[src/rtl/seg7_pkg.sv]
// Shared types and the active-high abcdefg segment table for the 7-segment scan controller.
package seg7_pkg;

  typedef enum logic [1:0] {
    OFF   = 2'd0,
    BLANK = 2'd1,
    SHOW  = 2'd2
  } state_t;

  // Index = hex nibble, bit 6 = segment a.
  localparam logic [6:0] SEG_PATTERN [16] = '{
    7'h7E, 7'h30, 7'h6D, 7'h79, 7'h33, 7'h5B, 7'h5F, 7'h70,
    7'h7F, 7'h7B, 7'h77, 7'h1F, 7'h4E, 7'h3D, 7'h4F, 7'h47
  };

endpackage

[src/rtl/seg7_hex_decode.sv]
// Combinational hex nibble to active-high abcdefg segment pattern.
module seg7_hex_decode
  import seg7_pkg::*;
(
  input  logic [3:0] i_nib,
  output logic [6:0] o_seg
);

  assign o_seg = SEG_PATTERN[i_nib];

endmodule

[src/rtl/seg7_scan_ctrl.sv]
// Multiplexed 7-segment scan controller: blank gap per digit slot, frame-aligned value
// commit over a valid/ready load port, optional leading-zero blanking.
module seg7_scan_ctrl
  import seg7_pkg::*;
#(
  parameter int NUM_DIGITS   = 4,
  parameter int CLK_DIV      = 50000,
  parameter int BLANK_CYCLES = 16,
  parameter int ACTIVE_LOW   = 1
) (
  input  logic                    i_clk,
  input  logic                    i_rst,
  input  logic                    i_en,
  input  logic                    i_load_valid,
  output logic                    o_load_ready,
  input  logic [4*NUM_DIGITS-1:0] i_load_data,
  input  logic [NUM_DIGITS-1:0]   i_load_dp,
  input  logic                    i_lz_blank,
  output logic [NUM_DIGITS-1:0]   o_an,
  output logic [6:0]              o_seg,
  output logic                    o_dp,
  output logic                    o_frame_done
);

  localparam int   CW  = $clog2(CLK_DIV);
  localparam int   DW  = $clog2(NUM_DIGITS);
  localparam logic POL = (ACTIVE_LOW != 0);

  state_t                  r_state, w_state_nxt;
  logic [DW-1:0]           r_digit, w_digit_nxt;
  logic [CW-1:0]           r_cnt, w_cnt_nxt;
  logic                    w_frame_end;
  logic [4*NUM_DIGITS-1:0] r_act, r_pend, w_act_nxt;
  logic [NUM_DIGITS-1:0]   r_act_dp, r_pend_dp, w_act_dp_nxt;
  logic                    r_pend_valid, w_commit;
  logic [NUM_DIGITS-1:0]   r_an, w_an_hi, w_lz_vec;
  logic [6:0]              r_seg, w_seg_hi, w_dec;
  logic                    r_dp, w_dp_hi, r_frame_done;
  logic [3:0]              w_nib;

  always_ff @(posedge i_clk) begin
    if (i_rst) begin
      r_state <= OFF;
      r_digit <= '0;
      r_cnt   <= '0;
    end else begin
      r_state <= w_state_nxt;
      r_digit <= w_digit_nxt;
      r_cnt   <= w_cnt_nxt;
    end
  end

  always_comb begin
    w_state_nxt = r_state;
    w_digit_nxt = r_digit;
    w_cnt_nxt   = r_cnt;
    w_frame_end = 1'b0;
    if (!i_en) begin
      w_state_nxt = OFF;
      w_digit_nxt = '0;
      w_cnt_nxt   = '0;
    end else begin
      case (r_state)
        OFF: begin
          w_state_nxt = BLANK;
          w_digit_nxt = '0;
          w_cnt_nxt   = '0;
        end
        BLANK: begin
          w_cnt_nxt = r_cnt + CW'(1);
          if (r_cnt == CW'(BLANK_CYCLES - 1)) w_state_nxt = SHOW;
        end
        SHOW: begin
          if (r_cnt == CW'(CLK_DIV - 1)) begin
            w_state_nxt = BLANK;
            w_cnt_nxt   = '0;
            if (r_digit == DW'(NUM_DIGITS - 1)) begin
              w_digit_nxt = '0;
              w_frame_end = 1'b1;
            end else begin
              w_digit_nxt = r_digit + DW'(1);
            end
          end else begin
            w_cnt_nxt = r_cnt + CW'(1);
          end
        end
        default: w_state_nxt = OFF;
      endcase
    end
  end

  // Pending value lands at the frame wrap, or immediately while the display is off.
  assign w_commit     = r_pend_valid && (w_frame_end || (r_state == OFF));
  assign w_act_nxt    = w_commit ? r_pend    : r_act;
  assign w_act_dp_nxt = w_commit ? r_pend_dp : r_act_dp;
  assign o_load_ready = ~r_pend_valid;

  always_ff @(posedge i_clk) begin
    if (i_rst) begin
      r_pend       <= '0;
      r_pend_dp    <= '0;
      r_pend_valid <= 1'b0;
      r_act        <= '0;
      r_act_dp     <= '0;
    end else begin
      if (i_load_valid && o_load_ready) begin
        r_pend       <= i_load_data;
        r_pend_dp    <= i_load_dp;
        r_pend_valid <= 1'b1;
      end else if (w_commit) begin
        r_pend_valid <= 1'b0;
      end
      r_act    <= w_act_nxt;
      r_act_dp <= w_act_dp_nxt;
    end
  end

  assign w_nib = w_act_nxt[{w_digit_nxt, 2'b00} +: 4];

  seg7_hex_decode u_dec (
    .i_nib (w_nib),
    .o_seg (w_dec)
  );

  // Outputs are built from next-state values so they change on the same edge as the state.
  always_comb begin
    logic w_zero_run;
    w_zero_run = 1'b1;
    w_lz_vec   = '0;
    for (int k = NUM_DIGITS - 1; k >= 0; k--) begin
      w_zero_run  = w_zero_run & (w_act_nxt[4*k +: 4] == 4'h0);
      w_lz_vec[k] = w_zero_run & (k != 0);
    end
    w_an_hi  = '0;
    w_seg_hi = '0;
    w_dp_hi  = 1'b0;
    if (w_state_nxt == SHOW) begin
      w_dp_hi = w_act_dp_nxt[w_digit_nxt];
      if (!(i_lz_blank && w_lz_vec[w_digit_nxt])) begin
        w_an_hi[w_digit_nxt] = 1'b1;
        w_seg_hi             = w_dec;
      end
    end
  end

  always_ff @(posedge i_clk) begin
    if (i_rst) begin
      r_an         <= {NUM_DIGITS{POL}};
      r_seg        <= {7{POL}};
      r_dp         <= POL;
      r_frame_done <= 1'b0;
    end else begin
      r_an         <= w_an_hi ^ {NUM_DIGITS{POL}};
      r_seg        <= w_seg_hi ^ {7{POL}};
      r_dp         <= w_dp_hi ^ POL;
      r_frame_done <= w_frame_end;
    end
  end

  assign o_an         = r_an;
  assign o_seg        = r_seg;
  assign o_dp         = r_dp;
  assign o_frame_done = r_frame_done;

endmodule

[config.mk]
export PLATFORM = sky130hd
export DESIGN_NAME = seg7_scan_ctrl
export DESIGN_NICKNAME = d
export VERILOG_FILES = /design/src/rtl/seg7_pkg.sv /design/src/rtl/seg7_hex_decode.sv /design/src/rtl/seg7_scan_ctrl.sv
export SDC_FILE = /design/constraint.sdc
export NUM_CORES = 1
export LEC_CHECK = 0
export ABC_AREA = 1
export CORE_MARGIN = 2
export CORE_UTILIZATION = 50
export CTS_CLUSTER_DIAMETER = 100
export CTS_CLUSTER_SIZE = 40
export DETAILED_ROUTE_END_ITERATION = 8
export MAX_ROUTING_LAYER = met4
export PLACE_DENSITY = 0.72
export RECOVER_POWER = 50
export SLEW_MARGIN = 15
export SYNTH_ARGS = -nofsm -noshare
export SYNTH_HDL_FRONTEND = slang
export SYNTH_HIERARCHICAL = 1
export SYNTH_SLANG_ARGS = --single-unit
[constraint.sdc]
create_clock -name i_clk -period 3.45 [get_ports i_clk]
set_input_delay 0.69 -clock i_clk [delete_from_list [all_inputs] [get_ports i_clk]]
set_output_delay 0.69 -clock i_clk [all_outputs]
set_load 0.01 [all_outputs]
---- After elaboration in Yosys (flattened, before gate mapping) ----
Memories as Yosys holds them, arrays and structs flattened.
Index checks and enable logic that the tools add are counted.
W data, S select, Z words.
cells by class
  $add $sub $neg .......................... 2
  $lt $le $gt $ge ......................... 3
  equal/unequal tests ..................... 6
  shift-type cells ........................ 1
  mux-type cells .......................... 31
  bitwise gates (word level) .............. 8
  reduce and logical (&&, ||, !) cells .... 12
operators by type and width
  cell                     count
  $pmux W16 S3             1
  $mux W16                 2
  $mux W7                  4
  $add A16 B1 Y16 const B  1
  $eq A16 B16 Y1 const B   1
  $eq A16 B4 Y1 const B    1
  $shiftx A16 B5 Y4        1
  $logic_not A4 Y1         3
  $mux W2                  6
  $mux W4                  3
  $mux W1                  10
  $not A7 Y7               1
  $eq A2 B2 Y1 const B     3
  $pmux W2 S3              1
  $ge A5 B5 Y1 const B     1
  $not A4 Y5               1
  $bmux W1 S2              2
  $logic_and A1 B1 Y1      4
  $not A4 Y4               1
  $pmux W2 S2              1
  $lt A2 B3 Y1 const B     1
  $not A1 Y1               3
  $reduce_bool A3 Y1       1
  $add A2 B1 Y2 const B    1
  8 further kinds          9
storage, ports and cells
  register bits after elaboration ......... 74
  bits in read-only memories .............. 112
  bits of input ports ..................... 25
  output and inout port bits .............. 14
  word-level logic and storage cells ...... 76
  memories kept ........................... 1
memories
  name              words  bits a word  rd ports  clocked after Yosys merged registers in  write ports  line                  source
  (name not given)  16     7            1         0                                        0            seg7_hex_decode.sv:9  assign o_seg = SEG_PATTERN[i_nib];

---- Longest topological paths before layout ----
Gate-level depths: netlist of run 1.
  depth in word-level cells ............... 17
  mapped depth ............................ 23
  gate-level depth less buffers ........... 23

---- Hierarchy ----
The synthesis of run 1 kept the hierarchy.
modules (own cells, without submodules)
  module           instances  cells each  area each (um^2)  seq. area each (um^2)
  seg7_scan_ctrl   1          456         3244.4            1481.4
  seg7_hex_decode  1          52          270.3             0.0

---- Least setup slack after synthesis of run 1 ----
OpenSTA, ideal clock, no wires.
  kind .................................... input port to flip-flop
  start ................................... in i_en
  end ..................................... reg r_seg[3], in the netlist o_seg[3]
  setup time .............................. 118 ps
  arrival ................................. 2561 ps
  data required time ...................... 3332 ps
  setup slack ............................. 771 ps
  stages on the path ...................... 17
  buffers on the path ..................... 1
  cell sequence ........................... nand2_1 nor2_1 nand3_2 nand2_4 nand2_4 buf_4 mux2i_1 o211ai_1 inv_1 ha_1 nand2_1 o21ai_0 nand2_1 nand2_1 inv_1 nor2_1 nand2_1
between the ends
  elaborated cells between the ends (all ways) .. 23
  classes of those cells .................. 1 x eq/ne; 1 x shift; 10 x mux; 4 x bitwise; 6 x reduce/logical; 1 x memory
RTL lines
  item                                            line                   source
  start: declaration                              seg7_scan_ctrl.sv:13   input logic i_en,
  $mux W1                                         seg7_scan_ctrl.sv:58   if (!i_en) begin
  $logic_or A1 B1 Y1                              seg7_scan_ctrl.sv:93   assign w_commit = r_pend_valid && (w_frame_end || (r_state == OFF));
  $logic_and A1 B1 Y1                             seg7_scan_ctrl.sv:93
  $mux W16                                        seg7_scan_ctrl.sv:94   assign w_act_nxt = w_commit ? r_pend : r_act;
  $shiftx A16 B5 Y4 (*)                           seg7_scan_ctrl.sv:118  assign w_nib = w_act_nxt[{w_digit_nxt, 2'b00} +: 4];
  net w_nib[1]                                    seg7_scan_ctrl.sv:39   logic [3:0] w_nib;
  $not A4 Y5 (not written as such) (*)            seg7_hex_decode.sv:9
  $mem_v2 Z16 W7 (*)                              n/a
  $mux W7 (not written as such) (*) (2 in a row)  seg7_hex_decode.sv:9
  net w_dec[3]                                    seg7_scan_ctrl.sv:37   logic [6:0] r_seg, w_seg_hi, w_dec;
  $mux W7 (*)                                     seg7_scan_ctrl.sv:139  if (!(i_lz_blank && w_lz_vec[w_digit_nxt])) begin
  $mux W7 (*)                                     seg7_scan_ctrl.sv:137  if (w_state_nxt == SHOW) begin
  $not A7 Y7 (no line) (*)                        n/a
  end signal: assignment                          seg7_scan_ctrl.sv:149  r_seg <= {7{POL}};
  end signal: assignment                          seg7_scan_ctrl.sv:154  r_seg <= w_seg_hi ^ {7{POL}};
  end: declaration                                seg7_scan_ctrl.sv:37
The timed path passes the listed nets; every way through them passes the cells marked *. The select of a mux whose other input is x is not followed.
A chain may end at the register's enable or synchronous reset.

---- Worst setup path in the final report of run 1 ----
  start ................................... reg r_cnt[0]
  end ..................................... reg r_seg[3], in the netlist o_seg[3]
between the ends
  elaborated cells between the ends (all ways) .. 32
  classes of those cells .................. 3 x eq/ne; 1 x shift; 17 x mux; 4 x bitwise; 6 x reduce/logical; 1 x memory
RTL lines
  item                                            line                   source
  start: declaration                              seg7_scan_ctrl.sv:31   logic [CW-1:0] r_cnt, w_cnt_nxt;
  start signal: assignment                        seg7_scan_ctrl.sv:49   r_cnt <= w_cnt_nxt;
  $eq A16 B16 Y1 (*)                              seg7_scan_ctrl.sv:74   if (r_cnt == CW'(CLK_DIV - 1)) begin
  $mux W1                                         seg7_scan_ctrl.sv:74
  $mux W1                                         seg7_scan_ctrl.sv:63   case (r_state)
  $mux W1                                         seg7_scan_ctrl.sv:58
  $logic_or A1 B1 Y1                              seg7_scan_ctrl.sv:93
  $logic_and A1 B1 Y1                             seg7_scan_ctrl.sv:93
  $mux W16                                        seg7_scan_ctrl.sv:94
  $shiftx A16 B5 Y4 (*)                           seg7_scan_ctrl.sv:118
  net w_nib[0]                                    seg7_scan_ctrl.sv:39
  $not A4 Y5 (not written as such) (*)            seg7_hex_decode.sv:9
  $mem_v2 Z16 W7 (*)                              n/a
  $mux W7 (not written as such) (*) (2 in a row)  seg7_hex_decode.sv:9
  net w_dec[3]                                    seg7_scan_ctrl.sv:37
  $mux W7 (*)                                     seg7_scan_ctrl.sv:139
  $mux W7 (*)                                     seg7_scan_ctrl.sv:137
  $not A7 Y7 (no line) (*)                        n/a
Marked as above.

==> impl_metrics.toml, run 1 <==
[routing]
wl_per_cell_um = 11.6
avgViaCountPerCell = 4.91
drc = 0
drtIter0Drc = 156
drtAntennaViolNets = 0
finalWirelength_mm = 7.58
firstDrtPassIters = 4
num_vias = 3202

[yosys]
syn_nets = 547
netlist_area_mm2 = 0.00351
async_flop_share_pct = 0
synth_commonest_cells = "nand2_1, dfxtp_1, nor2_1"
ys_ff_latch = 74
yosys.area.top_type_share_pct = 42.2
seq_area_frac_synth_pct = 42.2
yosysWarnings = 6
yosys_most_used_dff = "dfxtp_1"
synth_cell_types = 35
netlist_top_cells_area = "dfxtp_1, nand2_1, nor2_1"
syn_inst = 508
synth_edf_count = 0
yosysMostFrequentCell = "nand2_1"
yosysTopAreaCell = "dfxtp_1"
avgSynthCellArea_um2 = 6.92

[flow_run]
maxCapViolCount = 1

[timing]
fmax_ghz = 0.322
slew_headroom_pct = -28.1
tightest_slew_ns = 1.92
hold_viol = 0
finClkSkew_ns = 0.0114
setup_viol = 0
fin_setup_tns_ns = 0
rsz0062_at_grt = "false"
fin_crit_sh_pct = 90.0
period_minus_slack_ns = 3.10
slew_violations = 45

[status]
violations = "max-capacitance violations, max-slew violations"
status = "finished with violations"

[power]
p_leak_nw = 1.83
combPwrFrac_pct = 11.3
intPower_mw = 1.38
ir_drop_v = 0.000301
p_seq_share_pct = 47.9
p_per_area_mw_per_mm2 = 442
switching_share_pct = 26.2
p_switching_uw = 492
clkPwrFrac_pct = 40.8

[floorplanning]
fp.dieW_um = 87.8
design.die.area_mm2 = 0.00772
die_y_um = 87.8
core-area_mm2 = 0.00679
initial_core_util_pct = 51.7
rows = 30
pin_count = 39

[cts]
hold_buffers = 0
cts.clk_slew.worst_paths_ns = 0.09
insertion_delay_ns = 0.36
h-tree-depth = 3
cts_buffer_depth = 2
tritoncts = "yes"
cts_buffers = 9
root_buffer = "clkbuf_8"
numClockSinks = 74

[hold_path]
hold_class = "register to register"

[worst_setup_path]
cp-start-kind = "register"
crit_family = "simple AND/OR/NAND/NOR gates"
cp_data_required_time_ns = 3.70
crit_chain = "ha_2 -> nand2_1 -> nor2_2 -> nand2_2 -> o21ai_0 -> nand2_1 -> nand2_1 -> nand2_1 -> nor2_1 -> nor2_1 -> o211ai_1 -> inv_1 -> ha_1 -> nand2_1 -> o21ai_0 -> nand2_1 -> nand2_1 -> inv_1 -> nor2_1 -> nand2_1"
crit_path_end_kind = "register"
crit_type = "register to register"
crit_path_max_fanout = 6
critPathSlowestCell = "dfxtp_1"
cpMostUsedCell = "nand2_1"
slowest_delay_ns = 0.38
worst-path-buf-inv = 2
critPathArrivalTime_ns = 3.36

[global_route]
antenna_found_initial = 0
grt.total_usage_pct = 21.6
grt_pass1_wl_mm = 12.6
grt_start_max_net_pins = 45
grt_pass1_vias = 2831
grt_overflow = 0

[placement]
placed_cell_area_mm2 = 0.00401
place.port_buffers = 38
place_congestion = 0.885
dp_hpwl_mm = 5.49

[layout]
syn2layout_area_growth_pct = 20.7
diodes = 0
fin_area_mm2 = 0.00424
nets = 590
drive_gt1_share_pct = 7.37
nFillCells = 631
==> registers in the layout, summed over array words and instances (netlist names) <==
| register | cells |
|---|---|
| r_act_dp | 4 |
| o_seg | 7 |
| r_act | 16 |
| o_an | 4 |
| o_frame_done | 1 |
| o_dp | 1 |
| r_pend_dp | 4 |
| r_state | 2 |
| r_digit | 2 |
| r_pend_valid | 1 |
| r_cnt | 16 |
| r_pend | 16 |
==> layer usage <==
| metal | part of all wire [%] | wire length, um | GRT usage (%) | vias up |
|---|---|---|---|---|
| met5 | 0 | 0 | - | - |
| met4 | 2.0 | 154 | 7.55 | 0 |
| met3 | 5.3 | 402 | 5.09 | 16 |
| met2 | 42 | 3160 | 31.5 | 78 |
| met1 | 51 | 3860 | 29.2 | 1426 |
| li1 | - | - | - | 1682 |
==> worst reg2reg max path, delay by kind of cell, from the launching register on <==
kind,cells,cell delay (ns)
simple gates,13,1.36
fa+ha+maj,2,0.56
compound gates,3,0.49
flops,1,0.38
buf+inv,2,0.22
==> power groups by stage <==
stage	sequential [mW]	combinational, mW	clock [mW]
finish	0.899	0.212	0.765
global route	0.902	0.244	0.814
CTS	0.898	0.211	0.779
detailed placement	0.918	0.210	0
global placement	0.918	0.208	0
floorplan	0.910	0.146	0
==> cell families (layout without fill, tap and decap cells) <==
group                    count (synthesis)  after routing  synth area share (%)
buffers and inverters                   75            123                  8.51
AND/OR/NAND/NOR                        275            275                  33.0
adder cells (fa/ha/maj)                 14             14                  4.98
AO/OA/AOI/OAI                           63             63                  9.58
XOR/XNOR                                 6              6                  1.50
multiplexers                             1              1                 0.285
flip-flops                              74             74                  42.2
==> repair_timing <==
| item | 4_1_cts | 5_1_grt |
|---|---|---|
| endpoints found under the setup margin | 0 | 4 |
| setup buffers | 0 | 1 |
| gates resized for setup | 0 | 4 |
==> stage by stage <==
stage	setup WS (ns)	power, mW	utilization, %	hold WS [ns]	instances
after detailed placement	0.0383	1.13	59.0	0.454	635
after global placement	0.0751	1.13	59.0	0.452	635
after CTS	0.235	1.89	62.3	0.465	651
final	0.345	1.88	62.4	0.467	652
after floorplan	0.771	1.06	-	0.436	508
after global routing	0.0431	1.96	62.4	0.477	652
==> area by class of cell <==
class | instances | area [um2] | area share [%]
Multi-Input combinational cell | 359 | 1740 | 41.1
Sequential cell | 74 | 1480 | 34.9
Timing Repair Buffer | 48 | 452 | 10.6
Inverter | 59 | 221 | 5.22
Clock buffer | 9 | 124 | 2.92
Tap cell | 96 | 120 | 2.83
Clock inverter | 7 | 101 | 2.39
==> final timing paths <==
kind                   from         to  slack, ns  cells after the start
setup / recovery   r_cnt[0]   o_seg[3]       0.35                     20
hold / removal    r_pend[7]  r_pend[7]       0.47                      2
setup reg to reg   r_cnt[0]   o_seg[3]       0.35                     20
hold reg to reg   r_pend[7]  r_pend[7]       0.47                      2
==> placed cells by master, fill, tap and decap left out, types with 4 or more instances in the layout <==
| cell type | instances |
|---|---|
| a21oi_1 | 37 |
| buf_4 | 9 |
| clkbuf_8 | 9 |
| clkdlybuf4s50_1 | 24 |
| dfxtp_1 | 74 |
| dlygate4sd3_1 | 14 |
| ha_1 | 13 |
| inv_1 | 54 |
| inv_2 | 4 |
| nand2_1 | 147 |
| nand3_1 | 20 |
| nor2_1 | 71 |
| nor3_1 | 11 |
| nor4_1 | 4 |
| o211ai_1 | 4 |
| o21ai_0 | 15 |
| or2_0 | 5 |
| xor2_1 | 4 |
Note: power is estimated with default switching activity, not from simulation.
==> run 2, diff against run 1 <==
- CTS_CLUSTER_SIZE: 40 -> 14
- SETUP_SLACK_MARGIN: default -> 0.02
==> results of run 2 <==
No change in the layout: final DEF, timing and power equal those of run 1.
